--- src/rtl/disp_pkg.sv ---
// Shared constants, state encoding and snapshot layout for the 7-segment scan multiplexer.
// Latency: n/a (package only).
// Backpressure: n/a (package only).
package disp_pkg;

    // Six display positions: sign, three max digits, two count digits.
    localparam int NUM_SLOTS = 6;
    localparam int SLOT_W    = 3;

    // Segment patterns, bit6 = segment g.
    localparam logic [6:0] SEG_MINUS = 7'b1000000;
    localparam logic [6:0] SEG_OFF   = 7'b0000000;

    typedef enum logic [1:0] {
        IDLE,
        LOAD,
        BLANK,
        SHOW
    } state_t;

    // One frame's worth of display data, captured together so a frame never tears.
    typedef struct packed {
        logic       sign;
        logic [6:0] max1;
        logic [6:0] max2;
        logic [6:0] max3;
        logic [6:0] num1;
        logic [6:0] num2;
    } snap_t;

    // One-hot digit enable for a slot index; bit0 is the sign position.
    function automatic logic [5:0] slot_onehot(input logic [SLOT_W-1:0] slot);
        slot_onehot = 6'b000001 << slot;
    endfunction

endpackage

--- src/rtl/disp_prescaler.sv ---
// Per-slot cycle counter: wraps at PRESCALE-1 and flags the leading BLANK dead cycles.
// Latency: outputs decode the registered count directly (same cycle as the count).
// Backpressure: none; clr synchronously parks the count at 0.
module disp_prescaler #(
    parameter int PRESCALE = 8,
    parameter int BLANK    = 1
) (
    input  logic CLOCK,
    input  logic RESET,
    input  logic clr,
    output logic tick,
    output logic blank,
    output logic blank_end
);

    localparam int CNT_W = (PRESCALE > 1) ? $clog2(PRESCALE) : 1;

    localparam logic [CNT_W-1:0] CNT_LAST   = CNT_W'(PRESCALE - 1);
    localparam logic [CNT_W-1:0] BLANK_C    = CNT_W'(BLANK);
    // Only meaningful when BLANK > 0; gated below.
    localparam logic [CNT_W-1:0] BLANK_LAST = CNT_W'((BLANK > 0) ? (BLANK - 1) : 0);

    logic [CNT_W-1:0] count_q;
    logic [CNT_W-1:0] count_d;

    // Count up through the slot, wrapping on the terminal count; clr wins.
    always_comb begin
        count_d = count_q + CNT_W'(1);
        if (clr || tick) begin
            count_d = '0;
        end
    end

    // Count register.
    always_ff @(posedge CLOCK or posedge RESET) begin
        if (RESET) begin
            count_q <= '0;
        end else begin
            count_q <= count_d;
        end
    end

    assign tick      = (count_q == CNT_LAST);
    assign blank     = (count_q < BLANK_C);
    assign blank_end = (BLANK > 0) && (count_q == BLANK_LAST);

endmodule

--- src/rtl/disp_scan_mux.sv ---
// Time-multiplexes sign + five digit codes onto one segment bus with one-hot digit select; frame-snapshotted inputs.
// Latency: all outputs registered, one cycle behind the FSM state; first FRAME 2 cycles after ENABLE is sampled.
// Backpressure: none; ENABLE=0 parks the scanner and blanks outputs. Optional blink via DISP_SCAN_MUX_BLINK_EN.
module disp_scan_mux #(
    parameter int PRESCALE = 8,
    parameter int BLANK    = 1
) (
    input  logic       CLOCK,
    input  logic       RESET,
    input  logic       ENABLE,
    input  logic       BLINK,
    input  logic       SIGN,
    input  logic [6:0] DISPMAX1,
    input  logic [6:0] DISPMAX2,
    input  logic [6:0] DISPMAX3,
    input  logic [6:0] DISPNUM1,
    input  logic [6:0] DISPNUM2,
    output logic [6:0] SEG,
    output logic [5:0] DIG,
    output logic       FRAME
);

    import disp_pkg::*;

    // The BLANK parameter shadows the state literal of the same name, so the
    // state is always referenced with its package scope below.

    state_t             state_q, state_d;
    logic [SLOT_W-1:0]  slot_q, slot_d;
    snap_t              snap_q, snap_d;

    logic [6:0]         seg_q, seg_d;
    logic [5:0]         dig_q, dig_d;
    logic               frame_q, frame_d;

    logic               pre_clr;
    logic               pre_tick;
    logic               pre_blank;
    logic               pre_blank_end;
    logic [6:0]         slot_code;

    // Counter restarts whenever the scanner is parked, so LOAD always sits on count 0.
    assign pre_clr = !ENABLE || (state_q == IDLE);

    disp_prescaler #(
        .PRESCALE (PRESCALE),
        .BLANK    (BLANK)
    ) u_prescaler (
        .CLOCK     (CLOCK),
        .RESET     (RESET),
        .clr       (pre_clr),
        .tick      (pre_tick),
        .blank     (pre_blank),
        .blank_end (pre_blank_end)
    );

    // Next-state, slot and snapshot logic.
    always_comb begin
        state_d = state_q;
        slot_d  = slot_q;
        snap_d  = snap_q;
        if (!ENABLE) begin
            // Park immediately; the snapshot is deliberately kept.
            state_d = IDLE;
            slot_d  = '0;
        end else begin
            case (state_q)
                IDLE: begin
                    state_d = LOAD;
                end
                LOAD: begin
                    snap_d = '{sign: SIGN, max1: DISPMAX1, max2: DISPMAX2,
                               max3: DISPMAX3, num1: DISPNUM1, num2: DISPNUM2};
                    slot_d = '0;
                    // LOAD is cycle 0 of slot 0 and already counts as a dead cycle.
                    state_d = (BLANK > 1) ? disp_pkg::BLANK : SHOW;
                end
                disp_pkg::BLANK: begin
                    if (pre_blank_end) begin
                        state_d = SHOW;
                    end
                end
                SHOW: begin
                    if (pre_tick) begin
                        if (slot_q == SLOT_W'(NUM_SLOTS - 1)) begin
                            state_d = LOAD;
                            slot_d  = '0;
                        end else begin
                            slot_d  = slot_q + SLOT_W'(1);
                            state_d = (BLANK > 0) ? disp_pkg::BLANK : SHOW;
                        end
                    end
                end
                default: begin
                    state_d = IDLE;
                    slot_d  = '0;
                end
            endcase
        end
    end

    // Segment code for the slot currently being shown.
    always_comb begin
        slot_code = SEG_OFF;
        case (slot_q)
            3'd0:    slot_code = snap_q.sign ? SEG_MINUS : SEG_OFF;
            3'd1:    slot_code = snap_q.max1;
            3'd2:    slot_code = snap_q.max2;
            3'd3:    slot_code = snap_q.max3;
            3'd4:    slot_code = snap_q.num1;
            3'd5:    slot_code = snap_q.num2;
            default: slot_code = SEG_OFF;
        endcase
    end

`ifdef DISP_SCAN_MUX_BLINK_EN
    logic [4:0] frm_cnt_q, frm_cnt_d;
    logic       blink_dark_q, blink_dark_d;

    // Frame counter: bumps on each LOAD; the current frame's index bit4 is latched
    // at LOAD so frames 16..31 of each 32 are the dark half of the blink.
    always_comb begin
        frm_cnt_d    = frm_cnt_q;
        blink_dark_d = blink_dark_q;
        if (!ENABLE || (state_q == IDLE)) begin
            frm_cnt_d    = '0;
            blink_dark_d = 1'b0;
        end else if (state_q == LOAD) begin
            frm_cnt_d    = frm_cnt_q + 5'd1;
            blink_dark_d = frm_cnt_q[4];
        end
    end

    // Blink frame counter registers.
    always_ff @(posedge CLOCK or posedge RESET) begin
        if (RESET) begin
            frm_cnt_q    <= '0;
            blink_dark_q <= 1'b0;
        end else begin
            frm_cnt_q    <= frm_cnt_d;
            blink_dark_q <= blink_dark_d;
        end
    end
`else
    // Blink support compiled out; the request pin is intentionally ignored.
    logic unused_blink;
    assign unused_blink = BLINK;
`endif

    // Output decode, registered so no input reaches an output combinationally.
    always_comb begin
        seg_d   = SEG_OFF;
        dig_d   = '0;
        frame_d = 1'b0;
        if (ENABLE) begin
            frame_d = (state_q == LOAD);
            if ((state_q == SHOW) && !pre_blank) begin
                dig_d = slot_onehot(slot_q);
                seg_d = slot_code;
            end
`ifdef DISP_SCAN_MUX_BLINK_EN
            if (BLINK && blink_dark_q) begin
                dig_d = '0;
            end
`endif
        end
    end

    // State, snapshot and output registers.
    always_ff @(posedge CLOCK or posedge RESET) begin
        if (RESET) begin
            state_q <= IDLE;
            slot_q  <= '0;
            snap_q  <= '0;
            seg_q   <= SEG_OFF;
            dig_q   <= '0;
            frame_q <= 1'b0;
        end else begin
            state_q <= state_d;
            slot_q  <= slot_d;
            snap_q  <= snap_d;
            seg_q   <= seg_d;
            dig_q   <= dig_d;
            frame_q <= frame_d;
        end
    end

    assign SEG   = seg_q;
    assign DIG   = dig_q;
    assign FRAME = frame_q;

endmodule

--- config.mk ---
export PLATFORM = sky130hd
export DESIGN_NAME = disp_scan_mux
export DESIGN_NICKNAME = d
export VERILOG_FILES = /design/src/rtl/disp_pkg.sv /design/src/rtl/disp_prescaler.sv /design/src/rtl/disp_scan_mux.sv
export SDC_FILE = /design/constraint.sdc
export NUM_CORES = 1
export LEC_CHECK = 0
export CAP_MARGIN = 10
export CORE_MARGIN = 2
export CORE_UTILIZATION = 25
export CTS_CLUSTER_DIAMETER = 80
export DETAILED_ROUTE_END_ITERATION = 16
export PLACE_DENSITY = 0.48
export SYNTH_ARGS = -nofsm -noshare
export SYNTH_HDL_FRONTEND = slang
export SYNTH_SLANG_ARGS = --single-unit
--- constraint.sdc ---
create_clock -name CLOCK -period 1.69 [get_ports CLOCK]
set_input_delay 0.338 -clock CLOCK [delete_from_list [all_inputs] [get_ports CLOCK]]
set_output_delay 0.338 -clock CLOCK [all_outputs]
set_load 0.005 [all_outputs]
==> results.md, run 1 <==
Status:
- The flow ran to the end, and the final reports show no timing, DRC or antenna violations.

Worst setup path:
- The worst endpoint required time is 1890 ps.
- The destination of the worst register-to-register timing path is state_q[0]$_DFFE_PP0P_.
- The most prevalent standard cell on the critical path is sky130_fd_sc_hd__ha_1.
- In this run the register-to-register setup slack is 90 ps.
- The kind of cell with the highest combined delay along the critical path is compound AO/OA/AOI/OAI gates.
- STA puts the critical path data arrival time at 1800 ps.
- The delay of the slowest critical-path stage is 400 ps.
- The kind of end point of the critical path is a flop.
- In this run the critical register-to-register path is launched from u_prescaler.count_q[0]$_DFF_PP0_.
- The number of buffers and inverters on the critical path is 0.
- The cell depth of the worst setup path is 6.
- The worst setup path is of the reg2reg kind.
- The kind of launch point of the worst setup path is a flop.
- The signal on the critical path passes through ha_1, ha_1, nor2b_1, a21o_1, a2111oi_1, a211oi_1.
- Along the worst path, the maximum fanout reaches 4.
- The cell with the biggest individual delay on the critical path is sky130_fd_sc_hd__dfrtp_1.
- The number of cells on the worst reg-to-reg path is 6.

Pwr:
- Of the total power, combinational logic draws 0.252.
- The analysis attributes to cell leakage a power of 0.001491 uW.
- The internal portion of the total power is 3346 uW.
- The power density relative to cell area is 1303 nW/um2.
- The largest vdd supply drop is 0.3218 mV.
- For this design the total switching power over the nets is 1222 uW.
- The sequential cell fraction of total power is 0.471.
- The clock network power share is 0.277.
- Of the total power, the share spent switching nets is 0.2674.

Placed design:
- The count of buffers from port buffering is 52.
- Detailed placement finished with a half-perimeter wire length of 4.164 mm.
- Routability-driven placement finished with a final weighted congestion of 0.7338.
- In this run, placement finished with an instance count of 379.
- The placement-stage worst setup slack is -5.925 ps.

Floorplan:
- The count of boundary I/O pins is 54.
- The die covers 10860 um2.
- The starting utilization of the core area is 0.2568.
- The total area inside the core boundary comes to 9774 um2.
- Measured along the y axis, the die boundary spans 104.2 um.
- The floorplan die width is 104.2 um.
- Row generation in the floorplan step produced 36 rows.

Synth:
- The most area-hungry cell type in the Yosys netlist is sky130_fd_sc_hd__dfrtp_1.
- The total of warnings raised by yosys is 0.
- The dominant synthesized flop cell is sky130_fd_sc_hd__dfrtp_1.
- The proportion of register bits with asynchronous set or reset after synthesis is 1.000.
- Of the synthesized area, sequential elements account for 0.5783.
- The distinct cell type count of the synthesized netlist is 37.
- The synthesized netlist occupies a cell area of 2510 um2.
- The number of synthesized flops with an enable pin is 0.
- The share of synthesized area in the top cell type comes to 0.5783.
- Synthesis handed over a netlist of 188 instances.
- Counting flops and latches in the post-synthesis netlist gives 58.
- After synthesis, the mean cell area works out to 13.35 um2.
- Yosys attributes the largest share of cell area to sky130_fd_sc_hd__dfrtp_1 (58%), sky130_fd_sc_hd__mux2_2 (13%), sky130_fd_sc_hd__ha_1 (4.0%), sky130_fd_sc_hd__mux2_1 (2.7%), sky130_fd_sc_hd__a222oi_1 (2.4%).
- The post-synth net total is 236.

Routing:
- The detailed router's first-iteration violation count is 53.
- The count of nets left with antenna violations once routing finished came out at 0.
- The pre-antenna-repair detailed-routing pass consisted of 4 iterations.
- The detailed-route wire length per cell is 14.50 um.
- In the routed design, unresolved DRC markers number 0.
- Dividing the detail-routed via count by the number of cells gives 4.338.
- Across all layers, the routed design uses 1709 vias.
- The routed design has 5.712 mm of wire.

Global routing:
- The total congestion overflow after global routing is 0.
- The number of antenna violations at the first check in global routing came to 0.
- The total global-route track usage is 0.1192.
- The first-pass GRT wire length is 9.722 mm.
- Entering global routing, the biggest net connects 41 pins.
- The number of global-route vias before repair is 1853.

STA:
- In the finished design, the share of the clock period the worst path needs comes to 0.9445.
- The final-report max-slew violation count is 0.
- The post-layout worst setup margin is 93.74 ps.
- The total setup violations reported at the end of the flow is 0.
- The hold violation count in the final report was 0.
- The worst slew margin relative to its limit is 0.7126.
- Setup repair after global routing left no endpoint under its margin.
- For the pin with the worst max-slew slack, the measured transition is 430.4 ps.
- Subtracting the final worst setup slack from the clock period gives 1596 ps.
- For the final database, setup skew stands at 7.955 ps.
- The highest attainable clock frequency is 0.6265 GHz.

Final layout:
- The number of nets in the final layout is 306.
- The layout has 981 filler cells.
- The post-route core utilization is 0.3587.
- The post-synthesis to final-layout area growth is 39.68%.
- The number of inserted diodes is 0.
- Of the cells placed in the final design, the portion with a size suffix greater than 1 is 0.2490.
- The finished layout holds 394 standard cells, fillers aside.

Clock tree:
- TritonCTS created 9 clock buffers.
- The number of H-tree branching levels is 3.
- TritonCTS built the clock tree.
- The worst-case clock buffer depth is 2.
- The post-cts hold buffer count is 0.
- For this design, the sink count on the clock tree is 58.
- The clock transition at the registers of the reported paths is 60 ps.
- The clock insertion delay at the later pin of the skew report is 340 ps.
- The clock tree root driver cell is sky130_fd_sc_hd__clkbuf_8.

Hold path:
- The min-delay analysis places its worst path in the category in2async.

Run:
- Max-cap violations in this run came to 0.
[area by class of cell]
type                    count  area [um2]  area share
flip-flops and latches     58        1451      0.4140
repair buffers             68       690.7      0.1970
inverters                   9       37.54     0.01071
clock inverters             3       40.04     0.01142
well taps                 133       166.4     0.04747
multi-input cells         112       968.4      0.2762
clock buffers              11       151.4     0.04318
[layout by cell type, fill, tap and decap left out, types with 3 or more instances in the layout]
cell / instances
sky130_fd_sc_hd__mux2_1: 6
sky130_fd_sc_hd__nor2_1: 6
sky130_fd_sc_hd__clkbuf_8: 11
sky130_fd_sc_hd__dfrtp_1: 58
sky130_fd_sc_hd__nor4_1: 3
sky130_fd_sc_hd__a222oi_1: 6
sky130_fd_sc_hd__buf_4: 12
sky130_fd_sc_hd__nand2_1: 8
sky130_fd_sc_hd__buf_12: 4
sky130_fd_sc_hd__inv_1: 8
sky130_fd_sc_hd__a21oi_1: 8
sky130_fd_sc_hd__mux2_2: 30
sky130_fd_sc_hd__and2_1: 3
sky130_fd_sc_hd__a22o_1: 6
sky130_fd_sc_hd__clkdlybuf4s50_1: 52
sky130_fd_sc_hd__ha_1: 8
[logic make-up (layout without fill, tap and decap cells)]
| kind of cell | after synthesis | in the layout | synth area share |
|---|---|---|---|
| flops | 58 | 58 | 0.5783 |
| mux | 38 | 38 | 0.1695 |
| simple gates | 34 | 34 | 0.07578 |
| compound gates | 32 | 32 | 0.1007 |
| fa+ha+maj | 8 | 8 | 0.03988 |
| buf+inv | 18 | 91 | 0.03589 |
[cells in the mapped netlist (2+ instances only)]
library cell	number
sky130_fd_sc_hd__a21o_1	2
sky130_fd_sc_hd__a21oi_1	8
sky130_fd_sc_hd__a222oi_1	6
sky130_fd_sc_hd__a22o_1	6
sky130_fd_sc_hd__and2_1	3
sky130_fd_sc_hd__and3b_1	2
sky130_fd_sc_hd__buf_2	6
sky130_fd_sc_hd__buf_6	2
sky130_fd_sc_hd__dfrtp_1	58
sky130_fd_sc_hd__ha_1	8
sky130_fd_sc_hd__inv_1	9
sky130_fd_sc_hd__mux2_1	6
sky130_fd_sc_hd__mux2_2	30
sky130_fd_sc_hd__mux2i_1	2
sky130_fd_sc_hd__nand2_1	8
sky130_fd_sc_hd__nor2_1	6
sky130_fd_sc_hd__nor2b_1	2
sky130_fd_sc_hd__nor4_1	3
sky130_fd_sc_hd__o21ai_0	2
sky130_fd_sc_hd__or3_1	2
[registers in the layout, summed over array words and instances, names as in the netlist]
| register | count |
|---|---|
| u_prescaler.count_q | 3 |
| FRAME | 1 |
| snap_q | 36 |
| SEG | 7 |
| slot_q | 3 |
| state_q | 2 |
| DIG | 6 |
[power by group through the flow]
stage	registers, uW	logic (uW)	clock network, uW
final	2150	1150	1260
after global routing	2220	1300	1380
after CTS	2150	1160	1320
after detailed placement	2180	1160	0
after global placement	2160	1130	0
after floorplan	2080	828	0
[worst register-to-register path, stage by stage (launching register included)]
cell and delay, ps:
sky130_fd_sc_hd__dfrtp_1 400, sky130_fd_sc_hd__ha_1 170, sky130_fd_sc_hd__ha_1 170, sky130_fd_sc_hd__nor2b_1 60, sky130_fd_sc_hd__a21o_1 190, sky130_fd_sc_hd__a2111oi_1 360
sky130_fd_sc_hd__a211oi_1 110
[timing repair]
action,4_1_cts,5_1_grt
resized for setup,0,0
buffers inserted,0,1
setup endpoints to repair,0,1
[worst max path at each step]
stage,startpoint,endpoint
after floorplan,slot_q[0]$_DFFE_PP0P_,SEG[6]$_DFF_PP0_
after detailed placement,ENABLE,snap_q[0]$_DFFE_PP0P_
after global routing,u_prescaler.count_q[0]$_DFF_PP0_,state_q[0]$_DFFE_PP0P_
after CTS,u_prescaler.count_q[0]$_DFF_PP0_,state_q[0]$_DFFE_PP0P_
after global placement,ENABLE,snap_q[21]$_DFFE_PP0P_
final,u_prescaler.count_q[0]$_DFF_PP0_,state_q[0]$_DFFE_PP0P_
[through the flow]
stage	setup TNS (ps)	hold WS, ps	total power (uW)	area (um2)
floorplan	0	431.2	2909	2514
global placement	-3.691	473.4	3297	3307
detailed placement	-17.68	480.5	3341	3307
CTS	0	386.4	4637	3498
global route	0	402.7	4894	3506
finish	0	399.3	4568	3506
[routing by layer]
metal,vias to the layer above,wire length [um],GRT usage
li1,817,-,-
met1,836,2863,0.1521
met2,45,2446,0.1762
met3,11,231,0.03195
met4,0,171,0.08012
met5,-,0,0
Note: power is estimated with default switching activity, not from simulation.
==> inputs of run 2 (changes only) <==
Settings changed: PLACE_DENSITY 0.48 to 0.46.
Clock period 1.69 ns to 1.9 ns, I/O delays scaled along.
==> results.md, run 2 (synthesis results as in run 1) <==
Pwr:
- The reported net switching power was 1084 uW (-11%).
- The power density relative to cell area came to 1180 nW/um2 (-9.4%).
- The cell internal power dissipation is 2983 uW (-11%).
- The switching part of the total was 0.2666 (-0.0008212).
- The largest vdd supply drop is 0.3499 mV (+8.7%).
- The total design power is 4067 uW (-11%).
- The relative contribution of combinational cells to total power is 0.238 (-0.014).
- The clock network power share is 0.292 (+0.015).
- The leakage power summed over all cells is 0.001461 uW (-2.0%).
- The sequential cell fraction of total power is 0.470 (about the same).

STA:
- The total setup violations reported at the end of the flow is 0 (unchanged).
- The final worst clock skew is 6.342 ps (-1.614 ps).
- The worst slew margin relative to its limit is 0.6302 (-0.08241).
- The part of the cycle the worst path needs is 0.8871 (-0.05743).
- The final-report max-slew violation count is 0 (unchanged).
- The hold violation count in the final report came to 0 (unchanged).
- The highest attainable clock frequency is 0.5933 GHz (-5.3%).
- Setup repair after global routing left no endpoint under its margin.
- The worst-margin pin slew is 553.8 ps (+123.4 ps).
- The post-layout worst setup margin was 214.5 ps (+120.8 ps).
- The setup total negative slack is 0 ps (unchanged).
- The shortest clock period the worst path allows after layout is 1686 ps (+89.24 ps).

Worst setup path:
- The category of the most critical setup path is reg2reg.
- The critical path data arrival time is 1890 ps (+90 ps).
- STA classifies the critical path startpoint as a flop.
- The largest fanout on the critical path is 4 (unchanged).
- The worst endpoint required time was 2100 ps (+210 ps).
- STA classifies the critical path endpoint as a flop.

Floorplan:
- The starting utilization of the core area is 0.2568 (unchanged).
- The floorplan die width is 104.2 um (unchanged).
- The number of placement rows came to 36 (unchanged).
- The vertical die dimension was 104.2 um (unchanged).
- The count of boundary I/O pins is 54 (unchanged).
- The total die area is 10860 um2 (unchanged).
- The area of the core came to 9774 um2 (unchanged).

Clock tree:
- The post-cts hold buffer count is 0 (unchanged).
- The clock transition at the registers of the reported paths is 60 ps (about the same).
- The number of buffers inserted to repair setup after CTS was 0 (unchanged).
- The clock insertion delay at the later pin of the skew report is 340 ps (about the same).
- The worst-case clock buffer depth is 2 (unchanged).
- The total clock sinks is 58 (unchanged).
- The TritonCTS buffer count is 9 (unchanged).
- The tree is rooted in a sky130_fd_sc_hd__clkbuf_8.
- The clock tree from TritonCTS is built.
- The total of cells resized after clock tree synthesis was 0 (unchanged).
- The number of H-tree branching levels came to 3 (unchanged).

Run:
- The max capacitance violation total is 0 (unchanged).

Global routing:
- The number of antenna violations at the first check in global routing is 0 (unchanged).
- The number of global-route vias before repair is 1805 (-2.6%).
- The first-pass GRT wire length is 9.535 mm (-1.9%).
- The largest net degree at the start of global routing was 59 (+44%).
- The total congestion overflow after global routing is 0 (unchanged).
- The total global-route track usage is 0.1119 (-0.007244).

Final layout:
- The post-route core utilization was 0.3527 (-0.006016).
- The number of nets in the final layout is 299 (-2.3%).
- The post-route standard cell area excluding fillers is 3447 um2 (-1.7%).
- The largest register by flop count is snap_q.
- The post-synthesis to final-layout area growth is 37.34%.
- The top cell types in the final layout, fill and taps aside, are sky130_fd_sc_hd__dfrtp_1 (58), sky130_fd_sc_hd__clkdlybuf4s50_1 (52), sky130_fd_sc_hd__mux2_2 (30).
- The number of inserted diodes is 0 (unchanged).
- The area of combinational cells with multiple inputs came to 968.4 um2 (unchanged).
- The commonest non-fill, non-tap cell in the layout is sky130_fd_sc_hd__dfrtp_1.
- The share of cells above drive strength 1 was 0.2344 (-0.01467).
- The combined flip-flop and latch cell area is 1451 um2 (unchanged).
- The number of fill cells in the layout is 1003 (+2.2%).
- The flip-flop count of the largest register after layout was 36 (unchanged).

Status:
- The run finished with clean final reports.

Routing:
- The number of vias in the routed layout is 1703 (-0.35%).
- The count of nets left with antenna violations after detail routing is 0 (unchanged).
- The ratio of routed vias to standard cells is 4.378 (+0.93%).
- The detailed-route wire length per cell is 14.19 um (-2.1%).
- The routed wire length is 5.519 mm (-3.4%).
- The number of iterations in the first detailed-routing pass is 5 (+1).
- The detailed router's first-iteration violation count is 59 (+11%).
- The post-route DRC violation count is 0 (unchanged).

Hold path:
- In this run the worst hold path is classified as in2async.

Placed design:
- The HPWL reported at the end of detailed placement is 3.841 mm (-7.8%).
- The count of buffers from port buffering is 52 (unchanged).
- The final weighted congestion in routability-driven placement is 0.6953 (-5.2%).
- The placement-stage worst setup slack came to 78.53 ps (+84.46 ps).
- The total placed instance area is 3233 um2 (-2.2%).
==> run 2: worst paths after layout <==
check / startpoint / to / slack, ps / depth (start not counted)
max: u_prescaler.count_q[0]$_DFF_PP0_ / state_q[0]$_DFFE_PP0P_ / 210 / 6
min: RESET / FRAME$_DFF_PP0_ / 420 / 3
max reg2reg: u_prescaler.count_q[0]$_DFF_PP0_ / state_q[0]$_DFFE_PP0P_ / 210 / 6
min reg2reg: snap_q[13]$_DFFE_PP0P_ / snap_q[13]$_DFFE_PP0P_ / 490 / 1
max in group asynchronous: RESET / snap_q[0]$_DFFE_PP0P_ / 1220 / 3
min in group CLOCK: snap_q[13]$_DFFE_PP0P_ / snap_q[13]$_DFFE_PP0P_ / 490 / 1
==> run 2: cell type report <==
cell class              count  share of cell area
flip-flops and latches     58              0.4211
multi-input cells         112              0.2809
repair buffers             61              0.1779
well taps                 133             0.04828
clock buffers              12             0.04791
clock inverters             4             0.01416
inverters                   9            0.009800
==> run 2: critical path, cell delays in order (launching register included) <==
cell and delay (ps):
sky130_fd_sc_hd__dfrtp_1 420, sky130_fd_sc_hd__ha_1 170, sky130_fd_sc_hd__ha_1 210, sky130_fd_sc_hd__nor2b_1 70, sky130_fd_sc_hd__a21o_1 200, sky130_fd_sc_hd__a2111oi_1 390, sky130_fd_sc_hd__a211oi_1 100
==> run 2: through the flow <==
step	hold slack [ps]	cells
after floorplan	456.9	188
after global placement	479.6	373
after detailed placement	477.3	373
after CTS	415.8	389
after global routing	454.6	389
final	424.6	389
==> run 2: layer usage <==
metal  wire (um)  up-vias  GRT usage  part of all wire
met5           0        -          0                 0
met4          94        0    0.05502             0.017
met3         335        8    0.03008             0.061
met2        2489       53     0.1626              0.45
met1        2598      832     0.1535              0.47
li1            -      810          -                 -
==> run 2: power groups by stage <==
stage	Clock (uW)	Combinational [uW]	Sequential [uW]
2_1_floorplan	0	736	1850
3_3_place_gp	0	965	1920
6_report	1190	967	1910
5_1_grt	1300	1090	1970
3_5_place_dp	0	983	1940
4_1_cts	1250	987	1910
==> inputs of run 3 (changes only) <==
Settings changed: TNS_END_PERCENT from default to 10.
==> results of run 3 <==
Final layout, timing and power as in run 2 (identical DEF).
